`src/rtl/div_pkg.sv`:
```
// Shared types and constants for the sequential restoring divider.
package div_pkg;

   localparam int WIDTH_DEF = 4;

   typedef enum logic [1:0] {
      IDLE = 2'd0,
      RUN  = 2'd1,
      DONE = 2'd2
   } state_e;

   // Step counter width: enough bits to hold the value WIDTH.
   function automatic int cnt_width(input int w);
      return $clog2(w + 1);
   endfunction

endpackage

```
`src/rtl/div_step.sv`:
```
// One restoring-division step: shift in the next dividend bit, trial-subtract
// the divisor with an adder (R' + ~B + 1), and keep or restore the result.
module div_step #(
   parameter int WIDTH = 4
) (
   input  logic [WIDTH-1:0] r_i,
   input  logic             d_msb_i,
   input  logic [WIDTH-1:0] b_i,
   output logic [WIDTH-1:0] r_next_o,
   output logic             qbit_o
);

   logic [WIDTH:0] r_sh_s;
   logic [WIDTH:0] t_s;

   // Trial subtraction; the top bit of t_s is the borrow. The kept remainder
   // is always below the divisor, so it fits back into WIDTH bits.
   always_comb begin
      r_sh_s = {r_i, d_msb_i};
      t_s    = r_sh_s + ~{1'b0, b_i} + {{WIDTH{1'b0}}, 1'b1};
      if (t_s[WIDTH] == 1'b0) begin
         r_next_o = t_s[WIDTH-1:0];
         qbit_o   = 1'b1;
      end else begin
         r_next_o = r_sh_s[WIDTH-1:0];
         qbit_o   = 1'b0;
      end
   end

endmodule

```
`src/rtl/div4_seq.sv`:
```
// Sequential unsigned restoring divider with start/done handshake.
// One quotient bit per clock, MSB first; divide-by-zero finishes in one cycle.
module div4_seq
   import div_pkg::*;
#(
   parameter int WIDTH = WIDTH_DEF
) (
   input  logic             clock,
   input  logic             reset,
   input  logic             start,
   input  logic [WIDTH-1:0] a,
   input  logic [WIDTH-1:0] b,
   output logic [WIDTH-1:0] q,
   output logic [WIDTH-1:0] r,
   output logic             busy,
   output logic             done,
   output logic             div0
);

   localparam int CW = cnt_width(WIDTH);

   state_e           state_q, state_d;
   logic [CW-1:0]    cnt_q, cnt_d;
   logic [WIDTH-1:0] dvd_q, dvd_d;
   logic [WIDTH-1:0] rem_q, rem_d;
   logic [WIDTH-1:0] dvs_q, dvs_d;
   logic [WIDTH-1:0] q_out_q, q_out_d;
   logic [WIDTH-1:0] r_out_q, r_out_d;
   logic             busy_q, busy_d;
   logic             done_q, done_d;
   logic             div0_q, div0_d;

   logic [WIDTH-1:0] rem_next_s;
   logic             qbit_s;

   div_step #(.WIDTH(WIDTH)) u_step (
      .r_i      (rem_q),
      .d_msb_i  (dvd_q[WIDTH-1]),
      .b_i      (dvs_q),
      .r_next_o (rem_next_s),
      .qbit_o   (qbit_s)
   );

   // Next-state, datapath and output-register update logic.
   always_comb begin
      state_d = state_q;
      cnt_d   = cnt_q;
      dvd_d   = dvd_q;
      rem_d   = rem_q;
      dvs_d   = dvs_q;
      q_out_d = q_out_q;
      r_out_d = r_out_q;
      div0_d  = div0_q;
      busy_d  = 1'b0;
      done_d  = 1'b0;

      case (state_q)
         IDLE, DONE: begin
            if (start) begin
               dvd_d = a;
               rem_d = {WIDTH{1'b0}};
               dvs_d = b;
               cnt_d = {CW{1'b0}};
               if (b != {WIDTH{1'b0}}) begin
                  state_d = RUN;
                  busy_d  = 1'b1;
                  div0_d  = 1'b0;
               end else begin
                  state_d = DONE;
                  done_d  = 1'b1;
                  div0_d  = 1'b1;
                  q_out_d = {WIDTH{1'b1}};
                  r_out_d = a;
               end
            end else begin
               state_d = IDLE;
            end
         end
         RUN: begin
            dvd_d = {dvd_q[WIDTH-2:0], qbit_s};
            rem_d = rem_next_s;
            cnt_d = cnt_q + {{(CW-1){1'b0}}, 1'b1};
            // Results leave straight from the last step so done lines up with q/r.
            if (cnt_q == CW'(WIDTH - 1)) begin
               state_d = DONE;
               done_d  = 1'b1;
               q_out_d = {dvd_q[WIDTH-2:0], qbit_s};
               r_out_d = rem_next_s;
            end else begin
               busy_d  = 1'b1;
            end
         end
         default: begin
            state_d = IDLE;
         end
      endcase
   end

   // State and datapath registers, cleared asynchronously by reset.
   always_ff @(posedge clock or negedge reset) begin
      if (!reset) begin
         state_q <= IDLE;
         cnt_q   <= {CW{1'b0}};
         dvd_q   <= {WIDTH{1'b0}};
         rem_q   <= {WIDTH{1'b0}};
         dvs_q   <= {WIDTH{1'b0}};
         q_out_q <= {WIDTH{1'b0}};
         r_out_q <= {WIDTH{1'b0}};
         busy_q  <= 1'b0;
         done_q  <= 1'b0;
         div0_q  <= 1'b0;
      end else begin
         state_q <= state_d;
         cnt_q   <= cnt_d;
         dvd_q   <= dvd_d;
         rem_q   <= rem_d;
         dvs_q   <= dvs_d;
         q_out_q <= q_out_d;
         r_out_q <= r_out_d;
         busy_q  <= busy_d;
         done_q  <= done_d;
         div0_q  <= div0_d;
      end
   end

   assign q    = q_out_q;
   assign r    = r_out_q;
   assign busy = busy_q;
   assign done = done_q;
   assign div0 = div0_q;

endmodule
```
`config.mk`:
```
export PLATFORM = sky130hd
export DESIGN_NAME = div4_seq
export DESIGN_NICKNAME = d
export VERILOG_FILES = /design/src/rtl/div_pkg.sv /design/src/rtl/div_step.sv /design/src/rtl/div4_seq.sv
export SDC_FILE = /design/constraint.sdc
export NUM_CORES = 1
export LEC_CHECK = 0
export ABC_CLOCK_PERIOD_IN_PS = 2000
export CELL_PAD_IN_SITES_DETAIL_PLACEMENT = 0
export CELL_PAD_IN_SITES_GLOBAL_PLACEMENT = 2
export CORE_AREA = 2 2 67 82
export DETAILED_ROUTE_END_ITERATION = 16
export DIE_AREA = 0 0 69 84
export PLACE_DENSITY = 0.79
export SKIP_CTS_REPAIR_TIMING = 1
export SLEW_MARGIN = 20
export SYNTH_ARGS = -nofsm -noshare
export SYNTH_HDL_FRONTEND = slang
export SYNTH_SLANG_ARGS = --single-unit
```
`constraint.sdc`:
```
create_clock -name clock -period 2 [get_ports clock]
set_input_delay 0.4 -clock clock [delete_from_list [all_inputs] [get_ports clock]]
set_output_delay 0.4 -clock clock [all_outputs]
set_load 0.01 [all_outputs]
```
==> results.cfg <==
[critical_path]
max_stage_delay_ps = 380
crit_buf_inv = 1
start_kind = flop
cp_cell_sequence = inv_2, ha_2, fa_2, nand2b_4, a21oi_4, xnor2_2, or3_4, a31oi_4
critPathArrivalTime_ps = 2140
worstSetupPathType = flop to flop
critPathCaptureType = flop
critPathSlowestCell = dfrtp_1
cp_top_family = simple AND/OR/NAND/NOR gates
crit_required_ps = 2200
critPathMaxFanout = 3
r2r_slack_ps = 60

[global_route]
antenna_found_initial = 0
track_usage_pct = 13.1
grt_max_degree = 29
grt_pass1_wl_mm = 6.12
grt_pass1_vias = 1228
grt_overflow = 0

[clock_tree]
root_buffer = clkbuf_8
h-tree-depth = 1
clk_pin_slew_worst_paths_ps = 90
clockBufferDepth = 2
cts_buffers = 3
cts_tree = yes
clock-sinks = 28
insertion_delay_ps = 270

[power_and_ir_drop]
internal_power_w = 0.00196
pwr-share-comb_pct = 59.5
power_leakage_nw = 0.803
pwr-share-clk_pct = 10.4
power_density_mw_per_mm2 = 1820
p_switching_w = 0.00141
seqPwrFrac_pct = 30.1
ir_drop_mv = 0.614
swShare_pct = 41.9

[routing]
num_vias = 1216
drt_iter0_drc = 54
drt_wl_total_mm = 3.65
ant_nets = 0
wire_per_inst_um = 14.9
drc_errors = 0
drt-pass1-iter-count = 4
via_per_inst = 4.96

[timing]
relSlewSlack_pct = 62.3
finClkSkew_ps = 2.09
rsz0062_at_grt = true
fin_setup_tns_ps = 0
fin_hold_ws_ps = 485
slew_viol_final = 0
worstMarginPinSlew_ps = 566
hold_viol_final = 0
fin_crit_sh_pct = 96.9
clock.fmax_mhz = 516
fin_crit_ps = 1940
finalSetupViolCount = 0

[place]
placedCellCount = 240
place.gp.congestion = 0.871
dpl.hpwl_mm = 2.75
placed_area_mm2 = 0.00176
portBuffers = 21

[floorplanning]
ios = 22
row_count = 29
start_util_pct = 27.5
die_w_um = 69
die_y_um = 84
die_area_mm2 = 0.00580
core_mm2 = 0.00508

[finish]
final_cell_mix = nand2_1 (28), dfrtp_1 (28), clkdlybuf4s50_1 (21)
stdcell_area_mm2 = 0.00186
final_cells = 245
nets = 202
drive_gt1_share_pct = 14.8
area_growth_syn_to_layout_pct = 32.9
diodes = 0

[outcome]
status = finished, final reports clean

[synthesis]
postSynthCellCount = 153
ys_ff_latch = 28
synth_seq_area_share_pct = 50.1
yosysWarningCount = 0
netlist_area_mm2 = 0.00140
syn_avg_cell_area_um2 = 9.13
synthFlopType = dfrtp_1
synth_nets = 171
synth_edf_count = 0
yosysUniqueCellTypes = 27
synthArstFlopShare_pct = 100

[worst_hold_path]
min_path_type = flop to flop

[run]
drv_cap = 0
[area by class of cell]
class	instances	area, um^2
clock buffers	4	55.1
repair buffers	33	300
well taps	62	77.6
inverters	6	22.5
multi-input cells	112	701
fillers	527	3220
flip-flops and latches	28	701
[routing by layer]
layer	global-route usage, %	part of all wire (%)	vias to the layer above	routed length, um
li1	-	-	591	-
met1	16.4	42	601	1550
met2	23.3	54	18	1980
met3	1.09	1.6	6	58
met4	4.99	1.8	0	66
met5	0	0	-	0
[cells by family (layout without fill, tap and decap cells)]
| group | after synthesis | after routing | share of synthesized area, % |
|---|---|---|---|
| xor+xnor | 3 | 3 | 1.88 |
| compound gates | 37 | 37 | 15.8 |
| flops | 28 | 28 | 50.1 |
| simple gates | 65 | 65 | 21.8 |
| buf+inv | 13 | 43 | 3.58 |
| fa+ha+maj | 7 | 7 | 6.80 |
[power by group through the flow]
| stage | Combinational (W) | Sequential (W) | Clock, W |
|---|---|---|---|
| after floorplan | 0.00120 | 0.00102 | 0 |
| after global placement | 0.00188 | 0.00102 | 0 |
| after detailed placement | 0.00193 | 0.00103 | 0 |
| after CTS | 0.00194 | 0.00101 | 0.000368 |
| after global routing | 0.00222 | 0.00106 | 0.000399 |
| final | 0.00201 | 0.00102 | 0.000350 |
[through the flow]
stage,util (%),worst slack (ps),total power (W)
5_1_grt,36.6,-9.96,0.00368
3_3_place_gp,34.7,36.6,0.00290
3_5_place_dp,34.7,-55.2,0.00295
2_1_floorplan,-,32.7,0.00222
4_1_cts,35.8,-77.9,0.00332
6_report,36.6,61.2,0.00337
[cells in the mapped netlist, types with 4 or more instances]
cell / n / area share [%]
nand2_1: 28 / 7.5
a21oi_1: 12 / 4.3
o21ai_1: 9 / 3.2
a31oi_1: 5 / 2.2
ha_1: 6 / 5.4
nor2b_1: 4 / 1.8
nor2_1: 17 / 4.6
clkbuf_1: 6 / 1.6
dfrtp_1: 28 / 50
inv_1: 6 / 1.6
nand3_1: 6 / 2.1
[flip-flops by register name, indices dropped and copies added (netlist names), 2 cells and up]
signal / flops
rem_q: 4
r: 4
q: 4
cnt_q: 3
dvs_q: 4
state_q: 2
dvd_q: 4
[final timing paths]
| kind | startpoint | endpoint | cells past startpoint |
|---|---|---|---|
| worst min-delay path | cnt_q[0] | cnt_q[0] | 1 |
| worst min register to register | cnt_q[0] | cnt_q[0] | 1 |
| min in group asynchronous | reset | r[2] | 2 |
| worst max register to register | dvd_q[3] | r[3] | 8 |
| worst max-delay path | dvd_q[3] | r[3] | 8 |
| max in group asynchronous | reset | dvs_q[0] | 2 |
(Power assumes the default switching activity.)
